<file path="config.mk">
export PLATFORM = sky130hd
export DESIGN_NAME = dom_rand_gen
export DESIGN_NICKNAME = d
export VERILOG_FILES = /design/src/rtl/dom_rand_gen.sv
export SDC_FILE = /design/constraint.sdc
export NUM_CORES = 1
export LEC_CHECK = 0
export BUFFER_PORTS_ARGS = -buffer_cell sky130_fd_sc_hd__buf_2
export CORE_UTILIZATION = 47
export CTS_CLUSTER_DIAMETER = 40
export DETAILED_ROUTE_END_ITERATION = 16
export GPL_TIMING_DRIVEN = 0
export HOLD_SLACK_MARGIN = 0.1
export PLACE_DENSITY = 0.67
export SETUP_SLACK_MARGIN = 0.2
export SLEW_MARGIN = 25
export SYNTH_ARGS = -nofsm -noshare
export SYNTH_HDL_FRONTEND = slang
export SYNTH_SLANG_ARGS = --single-unit
</file>
<file path="constraint.sdc">
create_clock -name clk_i -period 4.05 [get_ports clk_i]
set_clock_uncertainty 0.2 [all_clocks]
set_input_delay 0.2025 -clock clk_i [delete_from_list [all_inputs] [get_ports clk_i]]
set_output_delay 0.2025 -clock clk_i [all_outputs]
set_load 0.03 [all_outputs]
</file>
<file path="src/rtl/dom_rand_gen.sv">
//------------------------------------------------------------------------------
// dom_rand_gen : six-bit fresh-randomness source (32-bit LFSR, 6 steps/advance)
// Optional reseed request counter built when DOM_RAND_RESEED_REQ_EN is defined.
// Revision: 1.0
//------------------------------------------------------------------------------
`default_nettype none

module dom_rand_gen #(
   parameter int WARMUP_CYCLES   = 64,
   parameter int RESEED_INTERVAL = 1024
) (
   input  logic        clk_i,
   input  logic        rst_i,
   input  logic [31:0] seed_i,
   input  logic        seed_valid_i,
   output logic        seed_ready_o,
   input  logic        rand_ready_i,
   output logic        rand_valid_o,
   output logic        Z0_o,
   output logic        Z1_o,
   output logic        Z2_o,
   output logic        Z3_o,
   output logic        Z4_o,
   output logic        Z5_o,
   output logic        reseed_req_o
);

   localparam logic [1:0] c_IDLE      = 2'd0;
   localparam logic [1:0] c_WARMUP    = 2'd1;
   localparam logic [1:0] c_RUN       = 2'd2;
   localparam logic [7:0] c_WARM_LAST = 8'(WARMUP_CYCLES - 1);

   logic [1:0]  r_state;
   logic [31:0] r_s;
   logic [7:0]  r_cnt;
   logic [5:0]  r_z;

   logic [31:0] w_s_adv;
   logic [5:0]  w_z_adv;
   logic [31:0] w_seed_load;
   logic        w_seed_ready;
   logic        w_seed_hs;
   logic        w_valid;

   // Six unrolled LFSR steps; feedback bit of step k becomes Z bit k.
   always_comb begin : p_advance
      logic v_fb;
      w_s_adv = r_s;
      w_z_adv = '0;
      v_fb    = 1'b0;
      for (int k = 0; k < 6; k++) begin
         v_fb       = w_s_adv[31] ^ w_s_adv[21] ^ w_s_adv[1] ^ w_s_adv[0];
         w_z_adv[k] = v_fb;
         w_s_adv    = {w_s_adv[30:0], v_fb};
      end
   end

   assign w_seed_load  = (seed_i == 32'h0) ? 32'h0000_0001 : seed_i;
   assign w_seed_ready = (r_state != c_WARMUP);
   assign w_seed_hs    = seed_valid_i & w_seed_ready;
   assign w_valid      = (r_state == c_RUN);

   always_ff @(posedge clk_i) begin
      if (rst_i) begin
         r_state <= c_IDLE;
         r_s     <= '0;
         r_cnt   <= '0;
         r_z     <= '0;
      end else begin
         case (r_state)
            c_IDLE: begin
               if (w_seed_hs) begin
                  r_s     <= w_seed_load;
                  r_cnt   <= '0;
                  r_state <= c_WARMUP;
               end
            end
            c_WARMUP: begin
               r_s   <= w_s_adv;
               r_z   <= w_z_adv;
               r_cnt <= r_cnt + 8'd1;
               if (r_cnt == c_WARM_LAST) begin
                  r_state <= c_RUN;
               end
            end
            c_RUN: begin
               // A new seed wins over a simultaneous consume.
               if (w_seed_hs) begin
                  r_s     <= w_seed_load;
                  r_cnt   <= '0;
                  r_state <= c_WARMUP;
               end else if (rand_ready_i) begin
                  r_s <= w_s_adv;
                  r_z <= w_z_adv;
               end
            end
            default: r_state <= c_IDLE;
         endcase
      end
   end

`ifdef DOM_RAND_RESEED_REQ_EN
   localparam logic [15:0] c_RESEED_MAX = 16'(RESEED_INTERVAL);

   logic [15:0] r_rs_cnt;
   logic        w_run_adv;

   assign w_run_adv = w_valid & rand_ready_i & ~w_seed_hs;

   always_ff @(posedge clk_i) begin
      if (rst_i || w_seed_hs) begin
         r_rs_cnt <= '0;
      end else if (w_run_adv && (r_rs_cnt != c_RESEED_MAX)) begin
         r_rs_cnt <= r_rs_cnt + 16'd1;
      end
   end

   assign reseed_req_o = (r_rs_cnt == c_RESEED_MAX);
`else
   assign reseed_req_o = 1'b0;
`endif

   assign seed_ready_o = w_seed_ready;
   assign rand_valid_o = w_valid;
   assign Z0_o         = r_z[0] & w_valid;
   assign Z1_o         = r_z[1] & w_valid;
   assign Z2_o         = r_z[2] & w_valid;
   assign Z3_o         = r_z[3] & w_valid;
   assign Z4_o         = r_z[4] & w_valid;
   assign Z5_o         = r_z[5] & w_valid;

endmodule

`default_nettype wire

</file>
==> run_results.csv, run 1 <==
group,metric,value,unit
grt,overflow,0,
setup_path,r2r-start,"r_state[0]",
clock_tree,ctsHtreeMaxLevel,2,
synth,yosysWarnings,0,
setup_path,cp-start-kind,"input port",
final_layout,diodes,0,
power,intPower,830,µW
clock_tree,cts_tree,"done",
setup_path,cp.required,4.03,ns
synth,synth-simple-area-share,25.2,%
clock_tree,cts_resized,0,
synth,synth.cell_area,2400,µm²
synth,synth_top_family_by_area,"simple AND/OR/NAND/NOR gates",
power,clockPowerShare,21.6,%
timing,period_share,61.2,%
job,drv_cap,0,
setup_path,crit_path_end_kind,"register",
timing,layout_min_cycle_time,2.48,ns
setup_path,critPathLaunch,"seed_i[17]",
power,comb_power_share,32.9,%
synth,synth_largest_area_cell,"dfxtp_1",
synth,yosysUniqueCellTypes,42,
grt,grtUsageTotal,25.7,%
final_layout,final_util,63.6,%
setup_path,rr_worst_depth,8,
timing,setup_tns,0,ns
clock_tree,path_clk_slew,0.08,ns
grt,grt_max_degree,14,
setup_path,reg2reg_setup_slack,1.68,ns
min_path,min_to,"r_s[7]",
route,antenna_left,0,
synth,synth-adder-area-share,2.08,%
power,p_leak,1.24,nW
grt,grt_first_pass_wirelength,10600,µm
synth,seq_area_frac_synth,40.0,%
place,preCtsSetupSlack,1.71,ns
final_layout,finalNetCount,400,
floorplan,initial_utilization,49.9,%
power,switching_share,34.3,%
route,firstDrtPassIters,4,
place,io_buffer_count,42,
place,place_area,2700,µm²
min_path,hold_path_depth,3,
synth,async_reset_ff_share,0,%
setup_path,crit_type,"in2reg",
synth,synth_xor_xnor_area_share,8.02,%
timing,hold_viol,0,
synth,yosys_most_used_dff,"dfxtp_1",
timing,max_slew.worst_pin.slew,0.536,ns
grt,grt_pass1_vias,2230,
synth,avgSynthCellArea,8.52,µm²
timing,setup_ws,1.57,ns
clock_tree,clock-sinks,48,
final_layout,fin_area,3070,µm²
power,vdd_ir_drop_max,206,µV
final_layout,instances_no_fill,427,
setup_path,cp_max_fo,10,
setup_path,crit_arrival,2.45,ns
place,hpwlAfterDp,4600,µm
floorplan,die_h,73.5,µm
timing,max_freq,404,MHz
floorplan,dieArea,5400,µm²
clock_tree,numCtsBuffers,5,
timing,rsz0062_at_grt,"false",
power,power,1.26,mW
power,seqPwrFrac,45.5,%
timing,drv_slew,0,
synth,synth_top_area_share,40.0,%
setup_path,worstReg2RegEnd,"r_s[29]",
synth,netlist_instances,282,
place,place_congestion,0.846,
grt,antenna_found_initial,0,
status,status,"completed",
min_path,hold_start,"seed_i[7]",
route,drc,0,
synth,synth.net_count,322,
timing,relSlewSlack,64.3,%
route,wl,6460,µm
clock_tree,clkLatencyLatePin,0.30,ns
clock_tree,cts-root-buf,"clkbuf_8",
route,routed_via_density,5.64,
place,placed_cells,391,
synth,synth-seq-cells,48,
clock_tree,ctsLongestPathBuffers,2,
synth,synth_common_cells,"dfxtp_1 (48), nor2_1 (48), nor3_1 (32), a221oi_1 (29), clkbuf_1 (12)",
floorplan,fp.dieW,73.5,µm
floorplan,row_count,25,
synth,synth-edff-count,0,
min_path,hold_class,"in2reg",
synth,synthMuxAreaShare,2.55,%
route,wire_per_inst,15.1,µm
timing,setup_viol,0,
synth,yosys-top-cells-area,"dfxtp_1 (40%), a221oi_1 (11%), nor2_1 (7.5%)",
route,vias,2410,
final_layout,area_growth,27.5,%
final_layout,drive_gt1_share,16.7,%
power,p_per_area,412,nW/µm²
power,switchingPower,432,µW
floorplan,core_area,4820,µm²
timing,hold_ws,0.0907,ns
route,dr.first_iter.drc_count,182,
synth,synth-compound-area-share,17.7,%
floorplan,io_pins,45,
## kinds of logic (layout without fill, tap and decap cells)
kind of cell             count (synthesis)  in the layout
adder cells (fa/ha/maj)                  4              4
other                                    1              1
flip-flops                              48             48
multiplexers                             6              6
buffers and inverters                   25            103
XOR/XNOR                                17             17
AO/OA/AOI/OAI                           56             56
AND/OR/NAND/NOR                        125            125
## power by group through the flow
stage | clock network [mW] | registers (mW) | logic (mW)
6_report | 0.273 | 0.574 | 0.415
5_1_grt | 0.294 | 0.581 | 0.456
4_1_cts | 0.276 | 0.574 | 0.412
3_5_place_dp | 0 | 0.585 | 0.386
3_3_place_gp | 0 | 0.584 | 0.385
2_1_floorplan | 0 | 0.573 | 0.292
## timing repair
action,CTS,global route
hold endpoints to repair,29,0
hold buffers,29,0
setup buffers,0,0
## placed cells by master, fill, tap and decap left out, types with 5 or more instances in the layout
| cell type | count |
|---|---|
| nor2_1 | 48 |
| dfxtp_1 | 48 |
| buf_2 | 47 |
| nor3_1 | 32 |
| a221oi_1 | 29 |
| dlygate4sd3_1 | 29 |
| clkbuf_1 | 13 |
| nor4_1 | 10 |
| a21oi_1 | 10 |
| xnor2_1 | 8 |
| and2_1 | 6 |
| nand2_1 | 6 |
| xor2_1 | 5 |
| mux2i_1 | 5 |
| clkbuf_8 | 5 |
## routing by layer
metal | vias to the layer above | global-route usage [%] | wire, µm | share of wire [%]
li1 | 1195 | - | - | -
met1 | 1132 | 34.8 | 3140 | 49
met2 | 75 | 42.0 | 2950 | 46
met3 | 8 | 3.29 | 295 | 4.6
met4 | 0 | 9.19 | 74 | 1.1
met5 | - | 0 | 0 | 0
## critical path, cell delays in order
cell	delay, ns
dlygate4sd3_1	0.54
buf_2	0.13
nor4_1	0.41
nand4_1	0.23
o21a_1	0.25
buf_2	0.18
a221oi_1	0.41
nor3_1	0.09
## how the worst max path moves through the flow
stage / end / slack (ns) / depth (start not counted)
floorplan: r_s[24] / 1.98 / 8
global placement: r_s[29] / 1.77 / 8
detailed placement: r_s[29] / 1.71 / 8
CTS: r_s[29] / 1.61 / 8
global route: r_s[29] / 1.47 / 8
finish: r_s[20] / 1.57 / 8
## final cells by class
type                    count  area [µm²]
fillers                   465        1750
plain buffers              21        88.8
inverters                   4        15.0
clock inverters             1        5.00
multi-input cells         209        1340
repair buffers             71         500
clock buffers               6        72.6
well taps                  67        83.8
flip-flops and latches     48         961
## registers in the layout, summed over array words and instances, names as in the netlist
name,flops
r_s,32
r_cnt,8
r_z,6
r_state,2
No activity file was read; power rests on OpenSTA's default activity.
==> run 2, diff against run 1 <==
ABC_AREA = 1   (was default)
clock period = 2.4 ns   (was 4.05 ns; I/O delays follow)
==> run_results.csv, run 2 <==
group,metric,value,unit
route,vias,2841,
synth,synth-adder-area-share,1.87,%
floorplan,dieArea,6010,µm²
synth,avgSynthCellArea,6.60,µm²
final_layout,largestRegisters,"r_s: 32 flops, r_cnt: 8 flops, r_z: 6 flops",
final_layout,multi_input_area,1430,µm²
timing,hold_ws,0.194,ns
grt,grt_pass1_vias,2583,
final_layout,layout_commonest_cell,"nand2_1",
route,dr.first_iter.drc_count,189,
floorplan,die_h,77.5,µm
synth,synth_largest_area_cell,"dfxtp_1",
timing,setup_viol,0,
grt,overflow,0,
synth,synthMuxAreaShare,0,%
setup_path,cp-start-kind,"register",
grt,grt_first_pass_wirelength,11800,µm
setup_path,crit_arrival,2.03,ns
synth,yosysWarnings,0,
place,hpwlAfterDp,5020,µm
synth,synth.net_count,446,
setup_path,crit_path_end_kind,"register",
final_layout,area_growth,27.5,%
floorplan,row_count,27,
timing,layout_min_cycle_time,2.04,ns
floorplan,core_area,5510,µm²
final_layout,top_register,"r_s",
clock_tree,numCtsBuffers,5,
timing,max_freq,490,MHz
route,drc,0,
job,drv_cap,0,
synth,seq_area_frac_synth,35.9,%
synth,synth-compound-area-share,26.1,%
floorplan,fp.dieW,77.5,µm
power,p_per_area,600,nW/µm²
route,wl,7000,µm
synth,synth_top_family_by_area,"compound AO/OA/AOI/OAI gates",
clock_tree,path_clk_slew,0.09,ns
final_layout,seq_area,962,µm²
synth,yosys-top-cells-area,"dfxtp_1 (36%), nand2_1 (15%), a21oi_1 (13%)",
final_layout,final_util,62.1,%
route,firstDrtPassIters,5,
synth,synth-edff-count,0,
final_layout,drive_gt1_share,16.3,%
final_layout,largest_reg_flops,32,
synth,async_reset_ff_share,0,%
synth,synth_common_cells,"nand2_1 (109), a21oi_1 (67), dfxtp_1 (48), inv_1 (40), o21ai_0 (39)",
floorplan,initial_utilization,48.7,%
grt,antenna_found_initial,0,
timing,hold_viol,0,
synth,synth-seq-cells,48,
place,place_congestion,0.827,
synth,netlist_instances,406,
timing,rsz0062_at_grt,"false",
final_layout,finalNetCount,531,
setup_path,crit_type,"reg2reg",
clock_tree,clock-sinks,48,
synth,synth-simple-area-share,24.1,%
grt,grtUsageTotal,24.7,%
synth,yosysMostFrequentCell,"nand2_1",
timing,period_share,85.0,%
route,wire_per_inst,12.4,µm
place,io_buffer_count,42,
floorplan,io_pins,45,
min_path,hold_class,"in2reg",
power,vdd_ir_drop_max,409,µV
grt,met3_usage,4.59,%
grt,busiest_layer,"met2",
synth,yosysUniqueCellTypes,37,
synth,yosys_most_used_dff,"dfxtp_1",
final_layout,diodes,0,
synth,synth_top_area_share,35.9,%
route,antenna_left,0,
clock_tree,ctsLongestPathBuffers,2,
clock_tree,cts_tree,"done",
grt,global_route.usage.met2,38.7,%
final_layout,fillCellCount,499,
final_layout,final_cell_mix,"nand2_1 (109), a21oi_1 (67), buf_2 (48)",
setup_path,cp.required,2.39,ns
grt,grt_max_degree,15,
clock_tree,cts-root-buf,"clkbuf_8",
synth,synth_xor_xnor_area_share,1.31,%
timing,setup_tns,0,ns
power,power,2.05,mW
power,p_leak,1.63,nW
status,status,"completed",
timing,drv_slew,0,
route,routed_via_density,5.05,
setup_path,cp_max_fo,10,
clock_tree,ctsHtreeMaxLevel,2,
synth,synth.cell_area,2680,µm²
clock_tree,clkLatencyLatePin,0.31,ns
grt,use_met1,33.7,%
==> run 2: cell types whose count changed after synthesis, moves of 6 or more <==
cell      previous run  this run
nor2_1              48        26
clkbuf_1            12         5
inv_1                3        40
a221oi_1            29         2
nand3_1              4        15
o21ai_0              4        39
nand2_1              6       109
nor3_1              32         0
a21oi_1             10        67
and2_1               6         0
nor4_1              10         0
==> run 2: final timing paths <==
path | slack (ns) | from | endpoint | cells after the start
setup / recovery | 0.36 | r_state[1] | r_s[28] | 11
hold / removal | 0.19 | rand_ready_i | r_z[4] | 6
setup reg to reg | 0.36 | r_state[1] | r_s[28] | 11
hold reg to reg | 0.27 | r_cnt[7] | r_cnt[7] | 2
==> run 2: metrics by stage <==
stage          setup WS (ns)  cell area (µm²)  std cells
2_1_floorplan          0.423             2680        406
3_3_place_gp           0.330             2980        520
3_5_place_dp           0.285             2980        520
4_1_cts                0.256             3400        561
5_1_grt                0.209             3420        563
6_report               0.360             3420        563
==> run 2: logic make-up after synthesis <==
group | Yosys count
xor gates and xnor gates | 4
adders and majority gates | 4
and+or+nand+nor | 158
AOI/OAI and AO/OA | 127
other | 1
DFF | 48
buffers and inverters | 64
==> run 2: worst max-delay path, stage by stage (launching register included) <==
cell	delay, ns
dfxtp_2	0.35
inv_1	0.06
ha_1	0.22
inv_2	0.09
nand2_4	0.07
nand2_1	0.06
o21ai_1	0.10
a31oi_4	0.27
inv_2	0.08
buf_2	0.19
a21oi_1	0.16
a21oi_1	0.08
==> run 2: layer usage <==
layer / vias to the layer above / wire, µm / share of wire (%)
li1: 1495 / - / -
met1: 1251 / 3300 / 47
met2: 81 / 3170 / 45
met3: 14 / 394 / 5.6
met4: 0 / 129 / 1.8
met5: - / 0 / 0
==> run 2: final cells by class <==
cell class                 instances  area share [%]
multi-input combinational        294            41.9
sequential                        48            28.1
timing repair buffer              78            16.5
inverter                          44            4.83
buffer                            20            3.51
tap                               72            2.64
clock buffer                       5            2.01
clock inverter                     2           0.366
==> run 2: where the power goes <==
part           switching [mW]  leakage, nW  internal (mW)
registers              0.0676        0.396          0.880
clock network           0.279       0.0400          0.198
logic                   0.371         1.19          0.254
==> run 2: what timing repair did <==
item,in CTS,in global routing
setup buffers,0,2
resized for setup,0,1
hold buffers,34,0
setup endpoints to repair,0,29
endpoints found under the hold margin,40,0
